File: config.mk
export PLATFORM = sky130hd
export DESIGN_NAME = mem_arbiter_flat
export DESIGN_NICKNAME = d
export VERILOG_FILES = /design/src/rtl/mem_arbiter_if.sv /design/src/rtl/mem_arbiter.sv /design/src/flat_wrapper.sv
export SDC_FILE = /design/constraint.sdc
export NUM_CORES = 1
export LEC_CHECK = 0
export BUFFER_PORTS_ARGS = -buffer_cell sky130_fd_sc_hd__buf_2
export CAP_MARGIN = 20
export CORE_MARGIN = 10
export CORE_UTILIZATION = 44
export CTS_CLUSTER_SIZE = 30
export DETAILED_ROUTE_END_ITERATION = 7
export PLACE_DENSITY = 0.75
export SYNTH_ARGS = -nofsm -noshare
export SYNTH_HDL_FRONTEND = slang
export SYNTH_SLANG_ARGS = --single-unit
File: constraint.sdc
create_clock -name Clk -period 3 [get_ports Clk]
set_clock_uncertainty 0.05 [all_clocks]
set_input_delay 0 -clock Clk [delete_from_list [all_inputs] [get_ports Clk]]
set_output_delay 0 -clock Clk [all_outputs]
set_load 0.01 [all_outputs]
File: src/rtl/mem_arbiter_if.sv
// ---------------------------------------------------------------------------
// mem_arbiter_if
//   Requester-side bus of the shared-memory arbiter: one instruction-fetch
//   port (read only) and one data port (load/store).
//
//   Instruction port : iReq, iAddr         -> iGnt, iRvalid, iRdata
//   Data port        : dReq, dWe, dAddr, dWdata -> dGnt, dRvalid, dRdata
//
//   modport master : the requesters (drive req/address/data, see responses)
//   modport slave  : the arbiter (sees requests, drives grants/responses)
// ---------------------------------------------------------------------------
interface mem_arbiter_if;
    logic        iReq;
    logic [31:0] iAddr;
    logic        iGnt;
    logic        iRvalid;
    logic [31:0] iRdata;

    logic        dReq;
    logic        dWe;
    logic [31:0] dAddr;
    logic [31:0] dWdata;
    logic        dGnt;
    logic        dRvalid;
    logic [31:0] dRdata;

    modport master (
        output iReq, iAddr,
        input  iGnt, iRvalid, iRdata,
        output dReq, dWe, dAddr, dWdata,
        input  dGnt, dRvalid, dRdata
    );

    modport slave (
        input  iReq, iAddr,
        output iGnt, iRvalid, iRdata,
        input  dReq, dWe, dAddr, dWdata,
        output dGnt, dRvalid, dRdata
    );
endinterface

File: src/rtl/mem_arbiter.sv
// ---------------------------------------------------------------------------
// mem_arbiter
//   Arbitrates an instruction-fetch port and a data port onto one shared
//   32-bit memory with combinational read and posedge-Clk write. Each
//   transaction takes IDLE -> ACCESS -> RESP (one per three cycles):
//   the winner is latched on leaving IDLE, its gnt is high during ACCESS
//   (where the memory is driven), its rvalid/err are high during RESP.
//
//   Build option: define MEM_ARB_ROUND_ROBIN_EN for round-robin arbitration
//   on conflicts; otherwise the data port always wins conflicts.
//
// Ports
//   Clk            clock, all state changes on its rising edge
//   Rst_n          asynchronous active-low reset
//   bus            requester bus (mem_arbiter_if.slave)
//   err            high in RESP when the served address was out of range
//   busy           high whenever the arbiter is not idle
//   memAddress     word address to memory (0 outside ACCESS)
//   memWriteData   write data to memory (0 outside ACCESS)
//   memWriteEnable write strobe to memory (ACCESS, store, in range only)
//   memData        combinational read data from memory
// ---------------------------------------------------------------------------
module mem_arbiter #(
    parameter int MEM_DEPTH = 1024
) (
    input  logic          Clk,
    input  logic          Rst_n,
    mem_arbiter_if.slave  bus,
    output logic          err,
    output logic          busy,
    output logic [31:0]   memAddress,
    output logic [31:0]   memWriteData,
    output logic          memWriteEnable,
    input  logic [31:0]   memData
);

    typedef enum logic [1:0] {
        IDLE   = 2'd0,
        ACCESS = 2'd1,
        RESP   = 2'd2
    } state_t;

    state_t      state, next_state;

    // Transaction latched on the IDLE->ACCESS edge.
    logic        sel_d;      // 1 = data port won, 0 = instruction port won
    logic [31:0] addr_q;
    logic [31:0] wdata_q;
    logic        we_q;

    logic [31:0] irdata_q;
    logic [31:0] drdata_q;

    logic        any_req;
    logic        prefer_d;
    logic        pick_d;
    logic        in_range;
    logic [31:0] rdata_next;

    assign any_req  = bus.iReq | bus.dReq;
    assign in_range = addr_q < 32'(MEM_DEPTH);

`ifdef MEM_ARB_ROUND_ROBIN_EN
    // Remembers which port was granted last; starts as "instruction" so the
    // data port wins the first conflict after reset.
    logic last_i;

    always_ff @(posedge Clk or negedge Rst_n) begin
        if (!Rst_n) begin
            last_i <= 1'b1;
        end else if (state == IDLE && any_req) begin
            last_i <= ~pick_d;
        end
    end

    assign prefer_d = last_i;
`else
    assign prefer_d = 1'b1;
`endif

    // A lone request always wins; prefer_d only matters on a conflict.
    assign pick_d = bus.dReq & (~bus.iReq | prefer_d);

    // NOTE: sequential state uses non-blocking assignments so every register
    // samples the pre-edge values, independent of statement order.
    always_ff @(posedge Clk or negedge Rst_n) begin
        if (!Rst_n) begin
            state <= IDLE;
        end else begin
            state <= next_state;
        end
    end

    // NOTE: every signal written here gets a default first, so no path can
    // leave one unassigned and infer a latch.
    always_comb begin
        next_state     = state;
        bus.iGnt       = 1'b0;
        bus.dGnt       = 1'b0;
        bus.iRvalid    = 1'b0;
        bus.dRvalid    = 1'b0;
        err            = 1'b0;
        busy           = 1'b1;
        memAddress     = 32'd0;
        memWriteData   = 32'd0;
        memWriteEnable = 1'b0;
        unique case (state)
            IDLE: begin
                busy = 1'b0;
                if (any_req) next_state = ACCESS;
            end
            ACCESS: begin
                next_state   = RESP;
                bus.iGnt     = ~sel_d;
                bus.dGnt     = sel_d;
                memAddress   = addr_q;
                memWriteData = wdata_q;
                // NOTE: the write strobe is decoded from state, not stored in
                // a flop, so an asynchronous reset in ACCESS drops it at once
                // and the memory cannot write on the following edge.
                memWriteEnable = we_q & in_range;
            end
            RESP: begin
                next_state  = IDLE;
                bus.iRvalid = ~sel_d;
                bus.dRvalid = sel_d;
                err         = ~in_range;
            end
            default: begin
                next_state = IDLE;
                busy       = 1'b0;
            end
        endcase
    end

    always_ff @(posedge Clk or negedge Rst_n) begin
        if (!Rst_n) begin
            sel_d   <= 1'b0;
            addr_q  <= 32'd0;
            wdata_q <= 32'd0;
            we_q    <= 1'b0;
        end else if (state == IDLE && any_req) begin
            sel_d   <= pick_d;
            addr_q  <= pick_d ? bus.dAddr : bus.iAddr;
            wdata_q <= pick_d ? bus.dWdata : 32'd0;
            we_q    <= pick_d & bus.dWe;
        end
    end

    // Stores and out-of-range accesses return zero instead of memory data.
    assign rdata_next = (!we_q && in_range) ? memData : 32'd0;

    // Each port's read data holds until that port's next response.
    always_ff @(posedge Clk or negedge Rst_n) begin
        if (!Rst_n) begin
            irdata_q <= 32'd0;
            drdata_q <= 32'd0;
        end else if (state == ACCESS) begin
            if (sel_d) drdata_q <= rdata_next;
            else       irdata_q <= rdata_next;
        end
    end

    assign bus.iRdata = irdata_q;
    assign bus.dRdata = drdata_q;

endmodule

File: src/flat_wrapper.sv
// flat-port wrapper written by rule: the top's interface ports become plain ports
module mem_arbiter_flat 
#(
    parameter int MEM_DEPTH = 1024
)
  (Clk, Rst_n, err, busy, memAddress, memWriteData, memWriteEnable, memData, bus_iReq, bus_iAddr, bus_iGnt, bus_iRvalid, bus_iRdata, bus_dReq, bus_dWe, bus_dAddr, bus_dWdata, bus_dGnt, bus_dRvalid, bus_dRdata);
  mem_arbiter_if bus_i ();
  input  logic Clk;
  input  logic Rst_n;
  output logic err;
  output logic busy;
  output logic [31:0] memAddress;
  output logic [31:0] memWriteData;
  output logic memWriteEnable;
  input  logic [31:0] memData;
  input wire logic [$bits(bus_i.iReq)-1:0] bus_iReq;
  input wire logic [$bits(bus_i.iAddr)-1:0] bus_iAddr;
  output wire logic [$bits(bus_i.iGnt)-1:0] bus_iGnt;
  output wire logic [$bits(bus_i.iRvalid)-1:0] bus_iRvalid;
  output wire logic [$bits(bus_i.iRdata)-1:0] bus_iRdata;
  input wire logic [$bits(bus_i.dReq)-1:0] bus_dReq;
  input wire logic [$bits(bus_i.dWe)-1:0] bus_dWe;
  input wire logic [$bits(bus_i.dAddr)-1:0] bus_dAddr;
  input wire logic [$bits(bus_i.dWdata)-1:0] bus_dWdata;
  output wire logic [$bits(bus_i.dGnt)-1:0] bus_dGnt;
  output wire logic [$bits(bus_i.dRvalid)-1:0] bus_dRvalid;
  output wire logic [$bits(bus_i.dRdata)-1:0] bus_dRdata;
  assign bus_i.iReq = bus_iReq;
  assign bus_i.iAddr = bus_iAddr;
  assign bus_iGnt = bus_i.iGnt;
  assign bus_iRvalid = bus_i.iRvalid;
  assign bus_iRdata = bus_i.iRdata;
  assign bus_i.dReq = bus_dReq;
  assign bus_i.dWe = bus_dWe;
  assign bus_i.dAddr = bus_dAddr;
  assign bus_i.dWdata = bus_dWdata;
  assign bus_dGnt = bus_i.dGnt;
  assign bus_dRvalid = bus_i.dRvalid;
  assign bus_dRdata = bus_i.dRdata;
  mem_arbiter #(.MEM_DEPTH(MEM_DEPTH)) u_core (.Clk(Clk), .Rst_n(Rst_n), .bus(bus_i), .err(err), .busy(busy), .memAddress(memAddress), .memWriteData(memWriteData), .memWriteEnable(memWriteEnable), .memData(memData));
endmodule
* Yosys cells after proc, flatten, opt, wreduce, memory -nomap -nowiden
Index checks and enable logic that the tools add are counted.
Word-level totals: register bits after elaboration 132, bits of input ports 133, output and inout port bits 135, word-level logic and storage cells 37
Cells by class: $lt $le $gt $ge 1, eq/ne operators 3, muxes and demuxes 14, bitwise operators 5, reduce and logical (&&, ||, !) cells 7
Operators with widths (number):
- 2-to-1 mux 32 bit | 5
- < comparator 32 x 11 -> 1 bit (second input constant) | 1
- 2-to-1 mux 1 bit | 7
- case mux 2 bit (2 select lines) | 1
- AND reduction 2 bit | 2
- AND 1 bit | 2
- equality test 2 x 1 -> 1 bit (second input constant) | 1
- equality test 2 bit (second input constant) | 1
- logical AND 1 bit | 2
- zero test 2 bit | 1
- 2-to-1 mux 2 bit | 1
- != test 2 x 1 -> 1 bit (second input constant) | 1
- NOT 1 bit | 2
- OR reduction 2 bit | 1
- zero test 1 bit | 1
- OR 1 bit | 1

* Logic depth before layout (Yosys ltp)
Gate-level depths: netlist of the first run.
depth in word-level cells 3, gate-level depth with buffers 8

* Least setup slack after synthesis of the first run
Ideal clock, no wire load.
path type register to register, start register u_core.state[0], end register u_core.wdata_q[24], arrival time 1.481 ns, required time 2.833 ns, slack 1.352 ns, stages on the path, launching flop included 9, buffers on the path 3, path through dfrtp_1 > inv_1 > ha_1 > clkbuf_1 > o21ai_1 > buf_2 > buf_2 > nand2_1 > nand2_1
Between the ends: cells in the longest elaborated chain, start to end 2
RTL lines:
- start, declared | RTL line mem_arbiter.sv:43 | state_t state, next_state;
- start signal, assigned | RTL line mem_arbiter.sv:90 | state <= next_state;
- zero test 2 bit | RTL line mem_arbiter.sv:142 | end else if (state == IDLE && any_req) begin
- logical AND 1 bit | RTL line mem_arbiter.sv:142
- end signal, assigned | RTL line mem_arbiter.sv:145 | wdata_q <= pick_d ? bus.dWdata : 32'd0;
- end, declared | RTL line mem_arbiter.sv:48 | logic [31:0] wdata_q;
Every way passes these cells. A chain may end at the register's enable or synchronous reset.

* Worst setup path in the final report of the first run
start input bus_dReq, end register u_core.addr_q[26]
Between the ends: cells in the longest elaborated chain, start to end 2, elaborated cells between the ends (all ways) 3
RTL lines:
- start, declared | RTL line flat_wrapper.sv:21 | input wire logic [$bits(bus_i.dReq)-1:0] bus_dReq;
- OR 1 bit | RTL line mem_arbiter.sv:60 | assign any_req = bus.iReq | bus.dReq;
- logical AND 1 bit | RTL line mem_arbiter.sv:142
- end signal, assigned | RTL line mem_arbiter.sv:144 | addr_q <= pick_d ? bus.dAddr : bus.iAddr;
- end, declared | RTL line mem_arbiter.sv:47 | logic [31:0] addr_q;
Parallel ways exist; a longest one is shown, timed or not.

==> results by group, run 1 <==
Run status
  – Result of the run: complete, no violations

Detailed routing
  – DRC marker count from the first detailed-route iteration: 411
  – Via-to-Cell Ratio: 5.26
  – Drt total wl: 23000 microns
  – DR vias: 6361
  – First-pass iteration count of the detailed router: 5
  – DRT antenna net count: 0
  – Routed length per placed instance: 19.0 microns
  – Number of design rule violations left after detail routing: 0

Clocking
  – TritonCTS sink count: 132
  – Clock latency at the later pin of the worst-skew pair: 0.41 ns
  – Clock transition at path regs: 0.06 ns
  – Post-CTS repair timing setup buffer count: 0
  – Count of cells resized by post-cts repair: 0
  – CTS H-tree lvls: 4
  – Root buffer selected by CTS: sky130_fd_sc_hd__clkbuf_16
  – Clock Path Buffers: 2
  – Total clock buffers created by CTS: 17
  – CTS tree: done
  – Number of buffers inserted for hold repair after clock tree synthesis: 131

STA
  – Setup tns final: 0 ns
  – Number of endpoints with negative hold slack in the final report: 0
  – Number of failing setup endpoints in the final timing report: 0
  – Unrepaired setup endpoints after global routing: false
  – Period utilisation layout: 0.775
  – Highest clock rate: 0.430 GHz
  – Final Max Slew Viols: 0
  – Worst slew pin tran: 0.947 ns
  – Final period demand of the worst path: 2.33 ns
  – Slew Limit Headroom: 0.369

Global routing
  – Total congestion overflow: 0
  – Via count of the first global-routing pass: 6832
  – Pin count of the biggest net entering global routing: 84
  – GRT Overall Usage: 0.224
  – Antenna violations before repair: 2
  – First-pass GRT wire length: 36400 microns

Power and ir drop
  – Sw frac: 0.391
  – Worst ir drop on vdd: 0.445 mV
  – Net Switching: 2.74 mW
  – Clock network power share: 0.268
  – Share of total power in combinational logic: 0.371
  – Pwr dens: 718 mW/mm^2
  – Relative contribution of sequential cells to total power: 0.361
  – Leakage component of the power: 5.22 nW
  – Int Power: 4.27 mW

Logic synthesis
  – Avg Synthesized Cell Area: 10.1 sq um
  – Distinct cells, synth: 24
  – Count of flip-flops with a built-in enable after synthesis: 0
  – Area of the mapped netlist: 0.00646 sq mm
  – Share of synthesized flip-flops with an asynchronous set or reset: 1.00
  – Warnings from Yosys: 0
  – Post-Syn Instances: 641
  – Proportion of synthesized chip area in sequential cells: 0.512
  – Number of nets produced by synthesis: 777
  – Primary flip-flop cell chosen by synthesis mapping: sky130_fd_sc_hd__dfrtp_1
  – Post-synthesis register bit count: 132

Placed design
  – Number of placed cells counting well taps: 1043
  – RD Place Congestion: 0.778
  – I/O Buffers: 267
  – Post-DP HPWL: 14000 microns
  – Instance area at placement: 0.00788 sq mm

Floorplanning
  – Vertical extent of the die: 141 microns
  – Number of standard-cell rows in the floorplan: 44
  – Initial standard-cell utilization of the core: 0.446
  – CORE AREA: 0.0145 sq mm
  – Total I/O pin count: 268
  – Chip width: 141 microns
  – Die outline area: 0.0199 sq mm

Job
  – Number of maximum-capacitance constraint violations: 0

Cells and area
  – Cell Count, Final, Fillers Out: 1210
  – Synthesis-to-finish area growth: 51.3%
  – Ratio of cells with drive above 1 in the final layout: 0.346
  – Design area: 0.00977 sq mm
  – Nets: 1147

Setup path
  – Library cell contributing the largest single delay on the critical path: sky130_fd_sc_hd__buf_4
  – Element type at the critical path start: input pin
  – Delay contributed by the slowest stage of the critical path: 0.72 ns
  – First element of the critical path: bus_dReq
  – WP data required: 3.24 ns
  – Critical Path, Cell by Cell: dlygate4sd3_1 > buf_2 > buf_4 > mux2i_1 > dlygate4sd3_1 > o21ai_0
  – Critical path's most frequent cell: sky130_fd_sc_hd__dlygate4sd3_1
  – Startpoint of the worst register-to-register path: u_core.state[1]$_DFFE_PN0P_
  – Largest fanout of any net on the critical path: 67
  – Crit end category: register
  – Data arrival time of the worst path: 2.56 ns
  – Category of the critical setup timing path: input pin to register

Worst hold path
  – Hold WC Path Type: input pin to async pin
==> area by class of cell <==
| cell class | count | area (sq um) |
|---|---|---|
| clock inverters | 12 | 81.3 |
| flip-flops and latches | 132 | 3300 |
| fillers | 1001 | 4710 |
| inverters | 4 | 15.0 |
| multi-input cells | 445 | 2890 |
| well taps | 184 | 230 |
| clock buffers | 20 | 457 |
| repair buffers | 411 | 2790 |
| diodes | 2 | 5.00 |
==> critical path: cells and delay by family <==
kind | cells | cell delay (ns)
buffers and inverters | 4 | 2.05
muxes | 1 | 0.41
AOI/OAI and AO/OA | 1 | 0.08
==> path summary, 6_finish.rpt <==
check,end,slack [ns],cells after the start
max reg2reg,u_core.bus.dRdata[17]$_DFFE_PN0P_,1.05,5
min,u_core.bus.iRdata[27]$_DFFE_PN0P_,0.16,2
min reg2reg,u_core.wdata_q[26]$_DFFE_PN0P_,0.41,2
max in group asynchronous,u_core.bus.dRdata[4]$_DFFE_PN0P_,1.93,3
max,u_core.addr_q[26]$_DFFE_PN0P_,0.67,6
min in group Clk,u_core.wdata_q[17]$_DFFE_PN0P_,0.30,4
==> flip-flops by register name, indices dropped and copies added (netlist names) <==
signal,count
u_core.we_q,1
u_core.bus.dRdata,32
u_core.addr_q,32
u_core.sel_d,1
u_core.wdata_q,32
u_core.state,2
u_core.bus.iRdata,32
==> cells in the mapped netlist, drive strengths merged, types with 4 or more instances <==
cell type    n  area [sq um]
and2        65           407
inv          4          15.0
buf         22           133
nand2      169           634
o21ai       33           165
nand2b      33           206
clkbuf      38           143
nor4         5          31.3
nand3       33           165
mux2i       32           320
dfrtp      132          3300
o41ai       64           846
==> placed cells by master, fill, tap and decap left out, types with 2 or more instances in the layout <==
cell type                       count
sky130_fd_sc_hd__nand2b_1          32
sky130_fd_sc_hd__o41ai_2           38
sky130_fd_sc_hd__inv_1              4
sky130_fd_sc_hd__nand2_2            2
sky130_fd_sc_hd__o41ai_1           26
sky130_fd_sc_hd__clkinv_2           6
sky130_fd_sc_hd__clkbuf_16         17
sky130_fd_sc_hd__nor2_1             2
sky130_fd_sc_hd__nand2_1          167
sky130_fd_sc_hd__mux2i_1           32
sky130_fd_sc_hd__nor4_1             5
sky130_fd_sc_hd__buf_2            266
sky130_fd_sc_hd__clkinv_4           3
sky130_fd_sc_hd__o21ai_0           32
sky130_fd_sc_hd__inv_6              2
sky130_fd_sc_hd__ha_1               2
sky130_fd_sc_hd__clkbuf_8           2
sky130_fd_sc_hd__diode_2            2
sky130_fd_sc_hd__dlygate4sd3_1    132
sky130_fd_sc_hd__nand3_1           33
sky130_fd_sc_hd__buf_4              9
sky130_fd_sc_hd__dfrtp_1          132
sky130_fd_sc_hd__and2_1            65
sky130_fd_sc_hd__buf_12             3
==> per-layer routing <==
metal,up-vias,track usage,routed length [microns]
li1,2944,-,-
met1,3051,0.264,8860
met2,320,0.355,11100
met3,46,0.0924,2440
met4,0,0.0891,597
met5,-,0,0
==> logic make-up after synthesis <==
| kind of cell | count (synthesis) | share of synthesized area |
|---|---|---|
| flops | 132 | 0.512 |
| fa+ha+maj | 3 | 0.00581 |
| simple gates | 310 | 0.227 |
| buf+inv | 64 | 0.0450 |
| mux | 33 | 0.0513 |
| compound gates | 99 | 0.159 |
==> power by group through the flow <==
stage	Combinational (mW)	Sequential, mW	Clock [mW]
5_1_grt	2.88	2.59	1.99
4_1_cts	2.52	2.50	1.91
6_report	2.60	2.54	1.88
3_5_place_dp	2.37	2.52	0
3_3_place_gp	2.34	2.50	0
2_1_floorplan	1.59	2.41	0
==> stage by stage <==
step / hold WS (ns) / util / power, mW / worst slack, ns
finish: 0.160 / 0.675 / 7.01 / 0.674
global route: 0.236 / 0.674 / 7.46 / 0.607
CTS: 0.187 / 0.672 / 6.94 / 0.717
detailed placement: 0.0586 / 0.545 / 4.89 / 1.01
global placement: 0.0632 / 0.545 / 4.85 / 1.08
floorplan: -0.346 / - / 4.00 / 1.35
Power figures use the tool's default switching activity.
==> run 2: changes to the inputs <==
--- a/config.mk
+++ b/config.mk
@@ -11,7 +11,7 @@
 export CORE_UTILIZATION = 44
 export CTS_CLUSTER_SIZE = 30
 export DETAILED_ROUTE_END_ITERATION = 7
-export PLACE_DENSITY = 0.75
+export PLACE_DENSITY = 0.78
 export SYNTH_ARGS = -nofsm -noshare
 export SYNTH_HDL_FRONTEND = slang
 export SYNTH_SLANG_ARGS = --single-unit
==> constraint.sdc (replaced) <==
create_clock -name Clk -period 1.9 [get_ports Clk]
set_clock_uncertainty 0.05 [all_clocks]
set_input_delay 0 -clock Clk [delete_from_list [all_inputs] [get_ports Clk]]
set_output_delay 0 -clock Clk [all_outputs]
set_load 0.01 [all_outputs]
==> run 2 against run 1 <==
Net effect: the run now ends with setup timing left; first-iteration DRC count rose by 28%; sequential power rose by 61%; combinational power rose by 82%; non-clock buffer count rose by 18; clock-buffer cell count did not move.
==> results by group, run 2 (synthesis gave the netlist of run 1 again) <==
Clocking
  – Clock transition at path regs: 0.06 ns
  – Root buffer selected by CTS: sky130_fd_sc_hd__clkbuf_16
  – Clock latency at the later pin of the worst-skew pair: 0.42 ns
  – CTS tree: done
  – Clock Path Buffers: 2
  – CTS H-tree lvls: 4
  – Total clock buffers created by CTS: 17
  – TritonCTS sink count: 132

Worst hold path
  – Hold Startpoint: bus_dReq
  – Hold Path Stages: 4
  – Hold WC Path Type: input pin to register

Cells and area
  – Final design utilization: 0.707
  – Leading cell type in the layout, fill and taps excluded: sky130_fd_sc_hd__buf_2
  – Nets: 1166
  – Ratio of cells with drive above 1 in the final layout: 0.368
  – Most frequent cells in the layout: sky130_fd_sc_hd__buf_2 (266), sky130_fd_sc_hd__nand2_1 (167), sky130_fd_sc_hd__dlygate4sd3_1 (138)
  – Fillcell total: 945
  – Cell Count, Final, Fillers Out: 1227
  – Synthesis-to-finish area growth: 58.6%

Floorplanning
  – Chip width: 141 microns
  – Initial standard-cell utilization of the core: 0.446
  – Number of standard-cell rows in the floorplan: 44
  – Die outline area: 0.0199 sq mm
  – Total I/O pin count: 268
  – Vertical extent of the die: 141 microns
  – CORE AREA: 0.0145 sq mm

Setup path
  – Startpoint of the worst register-to-register path: u_core.addr_q[10]$_DFFE_PN0P_
  – Path depth of the worst reg2reg path: 6
  – Library cell contributing the largest single delay on the critical path: sky130_fd_sc_hd__dfrtp_1
  – WP data required: 1.85 ns
  – First element of the critical path: u_core.addr_q[25]$_DFFE_PN0P_
  – Category of the critical setup timing path: register to primary output
  – Largest fanout of any net on the critical path: 66
  – Critical Path, Cell by Cell: nor4_2 > nand2_2 > buf_12 > o21a_1 > buf_2
  – Data arrival time of the worst path: 1.88 ns
  – Delay contributed by the slowest stage of the critical path: 0.41 ns
  – Crit end category: primary output
  – Element type at the critical path start: register

Detailed routing
  – Routed length per placed instance: 20.4 microns
  – Amount of wire on met2 after detailed routing: 12200 microns
  – Top layer in use: met4
  – Met3 WL: 2640 microns
  – DRT antenna net count: 0
  – Via-to-Cell Ratio: 5.41
  – Drt total wl: 25000 microns
  – First-pass iteration count of the detailed router: 5
  – Met1 Wirelength: 9240 microns
  – Number of design rule violations left after detail routing: 0
  – DR vias: 6632
  – DRC marker count from the first detailed-route iteration: 525

Run status
  – Result of the run: complete, but fails checks
  – Violations in the final reports: setup timing

STA
  – Worst slew pin tran: 0.917 ns
  – Final period demand of the worst path: 1.93 ns
  – Final Hold Slack: 0.0835 ns
  – Number of endpoints with negative hold slack in the final report: 0
  – Unrepaired setup endpoints after global routing: true
  – Number of failing setup endpoints in the final timing report: 2
  – Final Max Slew Viols: 0
  – Highest clock rate: 0.517 GHz
  – Slew Limit Headroom: 0.387
  – Setup tns final: -0.0610 ns
  – Period utilisation layout: 1.02
  – PnR worst setup slack: -0.0328 ns

Placed design
  – I/O Buffers: 267
  – Post-DP HPWL: 13900 microns
  – RD Place Congestion: 0.844
  – Number of placed cells counting well taps: 1047

Job
  – Number of maximum-capacitance constraint violations: 0

Power and ir drop
  – Worst ir drop on vdd: 0.923 mV
  – Power Total: 12.1 mW
  – Leakage component of the power: 5.49 nW
  – Pwr dens: 1180 mW/mm^2

Global routing
  – First-pass GRT wire length: 38500 microns
  – GRT Overall Usage: 0.241
  – Total congestion overflow: 0
  – Pin count of the biggest net entering global routing: 74
  – Via count of the first global-routing pass: 7043
  – Antenna violations before repair: 2
## run 2: changes by cell type in the layout (fill, tap and decap cells not counted), sizes merged, moves of 2 or more
cell | previous run | this run
buf | 279 | 290
bufinv | 0 | 3
clkinv | 9 | 5
dlygate4sd3 | 132 | 138
inv | 6 | 4
## run 2: layout make-up
cell class | instances | area (sq um) | area share
antenna | 2 | 5.00 | 0.000489
timing repair buffer | 429 | 3050 | 0.298
clock buffer | 20 | 447 | 0.0436
tap | 184 | 230 | 0.0225
clock inverter | 10 | 134 | 0.0131
sequential | 132 | 3300 | 0.323
inverter | 4 | 15.0 | 0.00147
multi-input combinational | 446 | 3050 | 0.298
## run 2: worst max-delay path: cells and delay by family, from the launching register on
kind                   cells  cell delay, ns
flip-flops                 1            0.41
AND/OR/NAND/NOR            2            0.41
buffers and inverters      2            0.35
AO/OA/AOI/OAI              1            0.23
## run 2: worst paths after layout
check | to | slack (ns)
setup / recovery | err | -0.03
hold / removal | u_core.sel_d$_DFFE_PN0P_ | 0.08
setup reg to reg | u_core.bus.dRdata[2]$_DFFE_PN0P_ | 0.04
hold reg to reg | u_core.wdata_q[24]$_DFFE_PN0P_ | 0.41
max in group asynchronous | u_core.bus.iRdata[2]$_DFFE_PN0P_ | 0.43
min in group asynchronous | u_core.bus.dRdata[13]$_DFFE_PN0P_ | 0.12
## run 2: power breakdown
part	switching [mW]	internal (mW)
clock network	1.19	2.07
registers	0.590	3.49
logic	2.84	1.89
## run 2: layer usage
layer | up-vias | global-route usage
met5 | - | 0
met4 | 0 | 0.128
met3 | 70 | 0.0846
met2 | 403 | 0.386
met1 | 3176 | 0.277
li1 | 2983 | -
## run 2: timing repair
action / in CTS / in global routing
setup endpoints to repair: 2 / 79
setup buffers: 4 / 3
endpoints found under the hold margin: 263 / 0
pin swaps: 7 / 2
hold buffers: 139 / 0
resized for setup: 11 / 17
cloned: 2 / 2
## run 2: stage by stage
stage | setup slack, ns | instance area, sq um
floorplan | 0.252 | 6460
global placement | 0.196 | 7990
finish | -0.0328 | 10200
CTS | -0.0416 | 10100
detailed placement | 0.0410 | 7990
global route | -0.104 | 10200
